<file path="config.mk">
export PLATFORM = sky130hd
export DESIGN_NAME = data_memory_responder
export DESIGN_NICKNAME = d
export VERILOG_FILES = /design/src/rtl/data_memory_responder.sv
export SDC_FILE = /design/constraint.sdc
export NUM_CORES = 2
export LEC_CHECK = 0
export BUFFER_PORTS_ARGS = -buffer_cell sky130_fd_sc_hd__buf_2
export CORE_MARGIN = 2
export CORE_UTILIZATION = 45
export CTS_BUF_LIST = sky130_fd_sc_hd__clkbuf_16
export CTS_CLUSTER_DIAMETER = 50
export DETAILED_ROUTE_END_ITERATION = 10
export GPL_TIMING_DRIVEN = 0
export REMOVE_ABC_BUFFERS = 1
export SYNTH_ARGS = -nofsm -noshare
export SYNTH_HDL_FRONTEND = slang
export SYNTH_SLANG_ARGS = --single-unit
export TNS_END_PERCENT = 100
</file>
<file path="constraint.sdc">
create_clock -name clk -period 3.8 [get_ports clk]
set_clock_uncertainty 0.05 [all_clocks]
set_input_delay 0 -clock clk [delete_from_list [all_inputs] [get_ports clk]]
set_output_delay 0 -clock clk [all_outputs]
set_load 0.05 [all_outputs]
</file>
<file path="src/rtl/data_memory_responder.sv">
// Wait-state data-memory responder: one outstanding load/store, serviced after LATENCY cycles.
// Optional macro RESPONDER_BACK_TO_BACK_EN lets a new request be accepted in the response-handshake cycle.
//
// state   | meaning
// IDLE    | ready for a request
// WAIT    | request latched, counting down wait states
// RESPOND | access done, holding response until RespReady
module data_memory_responder #(
  parameter int XLEN              = 32,
  parameter int MEMORY_SIZE_WORDS = 64,
  parameter int LATENCY           = 2
) (
  input  logic              clk,
  input  logic              reset,
  input  logic              ReqValid,
  output logic              ReqReady,
  input  logic              ReqWriteEn,
  input  logic [XLEN/8-1:0] ReqByteEn,
  input  logic [XLEN-1:0]   ReqAdr,
  input  logic [XLEN-1:0]   ReqWriteData,
  output logic              RespValid,
  input  logic              RespReady,
  output logic [XLEN-1:0]   RespReadData,
  output logic              RespError
);

  localparam int NB     = XLEN / 8;
  localparam int OFF_W  = (NB > 1) ? $clog2(NB) : 1;
  localparam int IDX_W  = XLEN - OFF_W;
  localparam int MEM_AW = (MEMORY_SIZE_WORDS > 1) ? $clog2(MEMORY_SIZE_WORDS) : 1;
  localparam int CNT_W  = $clog2(LATENCY + 2);

  typedef enum logic [1:0] {
    S_IDLE    = 2'd0,
    S_WAIT    = 2'd1,
    S_RESPOND = 2'd2
  } state_t;

  state_t            state_q, state_d;
  logic [CNT_W-1:0]  cnt_q, cnt_d;
  logic              we_q, we_d;
  logic [NB-1:0]     be_q, be_d;
  logic [XLEN-1:0]   adr_q, adr_d;
  logic [XLEN-1:0]   wdata_q, wdata_d;
  logic [XLEN-1:0]   rdata_q, rdata_d;
  logic              err_q, err_d;

  logic [XLEN-1:0]   mem_q [MEMORY_SIZE_WORDS];

  logic              req_ready;
  logic              accept;
  logic              resp_hs;
  logic              do_access;
  logic              mem_we;
  logic              acc_we;
  logic [NB-1:0]     acc_be;
  logic [XLEN-1:0]   acc_adr;
  logic [XLEN-1:0]   acc_wdata;
  logic [IDX_W-1:0]  acc_idx;
  logic [MEM_AW-1:0] acc_widx;
  logic              acc_err;

`ifdef RESPONDER_BACK_TO_BACK_EN
  assign req_ready = (state_q == S_IDLE) || ((state_q == S_RESPOND) && RespReady);
`else
  assign req_ready = (state_q == S_IDLE);
`endif

  assign accept  = ReqValid && req_ready;
  assign resp_hs = (state_q == S_RESPOND) && RespReady;

  // With LATENCY=0 the access happens on the accepting edge, so use the live request.
  always_comb begin
    if (accept) begin
      acc_we    = ReqWriteEn;
      acc_be    = ReqByteEn;
      acc_adr   = ReqAdr;
      acc_wdata = ReqWriteData;
    end else begin
      acc_we    = we_q;
      acc_be    = be_q;
      acc_adr   = adr_q;
      acc_wdata = wdata_q;
    end
    acc_idx  = acc_adr[XLEN-1:OFF_W];
    acc_widx = acc_idx[MEM_AW-1:0];
    acc_err  = (acc_adr[OFF_W-1:0] != '0) || (acc_idx >= IDX_W'(MEMORY_SIZE_WORDS));
  end

  always_ff @(posedge clk or negedge reset) begin
    if (!reset) begin
      state_q <= S_IDLE;
      cnt_q   <= '0;
      we_q    <= 1'b0;
      be_q    <= '0;
      adr_q   <= '0;
      wdata_q <= '0;
      rdata_q <= '0;
      err_q   <= 1'b0;
    end else begin
      state_q <= state_d;
      cnt_q   <= cnt_d;
      we_q    <= we_d;
      be_q    <= be_d;
      adr_q   <= adr_d;
      wdata_q <= wdata_d;
      rdata_q <= rdata_d;
      err_q   <= err_d;
    end
  end

  always_comb begin
    state_d = state_q;
    case (state_q)
      S_IDLE: begin
        if (accept) state_d = (LATENCY == 0) ? S_RESPOND : S_WAIT;
      end
      S_WAIT: begin
        if (cnt_q <= CNT_W'(1)) state_d = S_RESPOND;
      end
      S_RESPOND: begin
        if (resp_hs) begin
          if (accept) state_d = (LATENCY == 0) ? S_RESPOND : S_WAIT;
          else        state_d = S_IDLE;
        end
      end
      default: state_d = S_IDLE;
    endcase
  end

  // An access fires on every edge that enters RESPOND with a new request behind it.
  assign do_access = (state_d == S_RESPOND) && ((state_q != S_RESPOND) || accept);
  assign mem_we    = do_access && acc_we && !acc_err && reset;

  always_comb begin
    we_d    = we_q;
    be_d    = be_q;
    adr_d   = adr_q;
    wdata_d = wdata_q;
    cnt_d   = cnt_q;
    rdata_d = rdata_q;
    err_d   = err_q;

    if (accept) begin
      we_d    = ReqWriteEn;
      be_d    = ReqByteEn;
      adr_d   = ReqAdr;
      wdata_d = ReqWriteData;
      cnt_d   = CNT_W'(LATENCY);
    end else if (state_q == S_WAIT) begin
      cnt_d   = cnt_q - CNT_W'(1);
    end

    if (do_access) begin
      err_d   = acc_err;
      rdata_d = (!acc_we && !acc_err) ? mem_q[acc_widx] : '0;
    end else if (resp_hs) begin
      err_d   = 1'b0;
      rdata_d = '0;
    end
  end

  // Storage is deliberately left out of reset.
  always_ff @(posedge clk) begin
    if (mem_we) begin
      for (int i = 0; i < NB; i++) begin
        if (acc_be[i]) mem_q[acc_widx][8*i +: 8] <= acc_wdata[8*i +: 8];
      end
    end
  end

  always_comb begin
    ReqReady     = req_ready;
    RespValid    = (state_q == S_RESPOND);
    RespReadData = rdata_q;
    RespError    = err_q;
  end

endmodule

</file>
==> flow_metrics.tcl <==
set metrics [dict create \
    post-place-ws_ns -2.71 \
    clkTransAtPathRegs_ns 0.06 \
    synth.cell_area_sq_um 79500 \
    synth.yosys.seq_area_share 0.806 \
    fp.dieH_um 424 \
    first_global_vias 46900 \
    synthDistinctLibCells 58 \
    crit_path_start_kind "flop" \
    area_delta_synth_final_pct 24.0 \
    met2_track_utilization_from_global_routing 0.409 \
    clockPowerShare 0.274 \
    place.port_buffers 107 \
    yosys_most_used_dff "edfxtp_1" \
    placed_area_sq_um 84900 \
    grt_use_total 0.254 \
    totalNegativeSetupSlack_ns -16.26 \
    cp.required_ns 4.22 \
    num_rows 154 \
    final_critical_path_setup_slack_ns -0.248 \
    slew_headroom 0.0905 \
    drt_pass1_iterations 6 \
    post-place-cells 6925 \
    setup_violations 307 \
    drt_first_iter_violations 7161 \
    floorplan.die.width_um 424 \
    max-cap-violations 0 \
    grt_max_degree 105 \
    postSynthAreaPerCell_sq_um 16.9 \
    power.leakage_nw 33.6 \
    max_clock_freq_ghz 0.247 \
    internal-power_mw 48.4 \
    final_net_count 5231 \
    route.vias.total 49900 \
    violations "negative setup slack" \
    ys_warn_count 0 \
    timing.critical_path.slowest_stage_cell "nor3_2" \
    total_wirelength_um 253000 \
    cts.sinks 2154 \
    drt_drc_violations_left 0 \
    initial_core_util 0.452 \
    slew_viol_final 0 \
    finalHoldViolations 0 \
    synth.ff_latch_count 2154 \
    critPathArrivalTime_ns 4.47 \
    wl_per_cell_um 32.9 \
    final.period_utilization 1.07 \
    fin_crit_ns 4.05 \
    setup.worst_path.class "reg2reg" \
    synth_edf_count 2048 \
    pwr-share-seq 0.405 \
    ir_drop_worst_case_vdd_mv 0.653 \
    hold_path_class "in2reg" \
    design.portCount 108 \
    core_area_sq_um 176000 \
    gp_congestion 0.762 \
    status "finished with violations" \
    global_route.usage.met1 0.350 \
    syn-instance-count 4701 \
    longest_individual_stage_delay_on_the_worst_path_ns 1.08 \
    grt_use_met3 0.0415 \
    crit_chain "or3b_4 -> buf_16 -> mux2i_4 -> buf_6 -> nand3_4 -> nor3_2" \
    worstPathMaxFanout 44 \
    worst_path_top_cell_family_by_delay "simple AND/OR/NAND/NOR gates" \
    detail_route.vias_per_cell 6.49 \
    gr-max-usage-layer "met2" \
    grt.overflow.total 0 \
    final_core_util 0.561 \
    htreeDepth 4 \
    tightestPinTransition_ns 1.36 \
    antenna_found_initial 4 \
    stdcell_area_sq_um 98700 \
    finalNonFillerCells 7688 \
    clk_root_buffer_cell "clkbuf_16" \
    final.hold.worst_slack_ns 0.0524 \
    cp-end-kind "flop" \
    finalPower_mw 74.9 \
    grt_pass1_wl_um 333000 \
    cp.buffers_inverters 2 \
    filler_cell_count_in_the_final_layout 13100 \
    drt.antenna.violating_nets 0 \
    die-area_sq_um 180000 \
    unrepaired_setup_endpoints_after_global_routing "yes" \
    cts_tree "yes" \
    netSwitchingFraction 0.354 \
    cts_buffer_depth 3 \
    cts_buffers 216 \
    async_reset_ff_frac 0.0492 \
    fraction_of_final_layout_cells_with_drive_strength_greater_than_1 0.230 \
    detail_placement_hpwl_um 127000 \
    netSwitchingPower_mw 26.5 \
    cellPowerDensity_nw_per_um2 759 \
    later_pin_clock_latency_in_the_skew_report_ns 0.86 \
    comb_power_share 0.322 \
]
==> registers in the layout, indices dropped and copies added (netlist names) <==
| register | count |
|---|---|
| RespError | 1 |
| RespReadData | 32 |
| adr_q | 32 |
| be_q | 4 |
| cnt_q | 2 |
| mem_q | 2048 |
| state_q | 2 |
| wdata_q | 32 |
| we_q | 1 |
==> Yosys cell counts (all sizes together), types with 2 or more instances <==
library cell  instances  share of area
o21a                  6        0.00057
o31ai               150          0.014
o221ai              186          0.020
clkbuf              232          0.011
a221oi                2        0.00022
o211ai                2        0.00019
o22ai               602          0.047
and2                  2        0.00016
o2111ai              41         0.0045
nor2b                 5        0.00039
a41oi                 4        0.00044
buf                 135         0.0079
nor3b                 3        0.00028
nor3                336          0.021
nand2b                3        0.00024
a311o                 2        0.00025
nand3b                6        0.00057
o22a                176          0.019
a21oi                22         0.0014
mux2i                38         0.0055
nand3                42         0.0027
a22oi                 8        0.00076
a2111oi               9        0.00099
nor4                 18         0.0014
o21ai                 3        0.00019
nand4b               24         0.0026
mux2                 10         0.0014
nand2               330          0.016
nand4                19         0.0015
or3b                  5        0.00055
a211oi                4        0.00038
o41ai                15         0.0017
a21boi                2        0.00019
edfxtp             2048           0.77
or3                  27         0.0021
inv                  10        0.00047
dfrtp               106          0.033
a31oi                29         0.0023
nor2                 23         0.0011
and3                  6        0.00047
==> worst paths after layout <==
kind / from / end / slack [ns] / cells after the start
worst min register to register: be_q[0] / be_q[0] / 0.42 / 2
max in group asynchronous: reset / be_q[1] / 2.91 / 4
worst min-delay path: ReqWriteData[20] / mem_q[21][20] / 0.05 / 3
worst max-delay path: state_q[0] / mem_q[5][30] / -0.25 / 6
min in group asynchronous: reset / wdata_q[18] / 0.31 / 4
worst max register to register: state_q[0] / mem_q[5][30] / -0.25 / 6
==> area by class of cell <==
type	instances	area [sq um]	share of cell area
multi-input cells	2184	17400	0.176
clock inverters	184	1270	0.0128
diodes	3	7.51	0.0000761
clock buffers	222	5560	0.0563
well taps	2340	2930	0.0297
inverters	10	40.0	0.000406
repair buffers	591	7330	0.0743
flip-flops and latches	2154	64200	0.650
==> power groups by stage <==
stage	Combinational, mW	Clock, mW	Sequential [mW]
final	24.1	20.5	30.3
after global routing	24.9	21.5	30.3
after CTS	21.6	20.6	30.3
after detailed placement	19.7	0	30.8
after global placement	16.0	0	31.2
after floorplan	9.47	0	31.0
==> timing repair <==
action | CTS | global route
pin swaps | 85 | 55
endpoints found under the setup margin | 2080 | 1681
hold endpoints to repair | 1528 | 0
hold buffers | 111 | 0
cloned | 12 | 36
gates resized for setup | 358 | 132
buffers inserted | 102 | 93
==> metal layers <==
layer | wire length (um) | vias up
met3 | 25100 | 459
li1 | - | 20600
met1 | 97500 | 25900
met2 | 121000 | 2947
met4 | 9620 | 2
met5 | 13 | -
==> layout by cell type (no fill, tap or decap), types with 33 or more instances in the layout <==
| cell type | netlist | routed |
|---|---|---|
| buf_12 | 0 | 97 |
| dfrtp_1 | 106 | 101 |
| clkinv_2 | 0 | 36 |
| inv_1 | 6 | 59 |
| dlygate4sd3_1 | 0 | 110 |
| nor3_2 | 0 | 115 |
| o31ai_1 | 150 | 106 |
| buf_4 | 3 | 146 |
| nand2_1 | 330 | 297 |
| o22ai_1 | 602 | 602 |
| clkinv_1 | 0 | 54 |
| nor3_4 | 0 | 165 |
| nor3_1 | 336 | 56 |
| buf_2 | 74 | 108 |
| buf_16 | 0 | 43 |
| clkbuf_16 | 0 | 249 |
| buf_6 | 2 | 42 |
| o31ai_2 | 0 | 41 |
| o221ai_1 | 186 | 186 |
| edfxtp_1 | 2048 | 2048 |
| nand2_2 | 0 | 33 |
| o22a_1 | 176 | 176 |
==> worst min-delay path: stages <==
cell     delay (ns)
buf_2          0.10
nand2_1        0.07
nand2_2        0.41
==> logic make-up after synthesis <==
group           Yosys count  synth area share
compound gates         1267             0.116
fa+ha+maj                 1          0.000157
mux                      48           0.00692
flops                  2154             0.806
simple gates            854            0.0514
buf+inv                 377            0.0193
No activity file was read; power rests on OpenSTA's default activity.
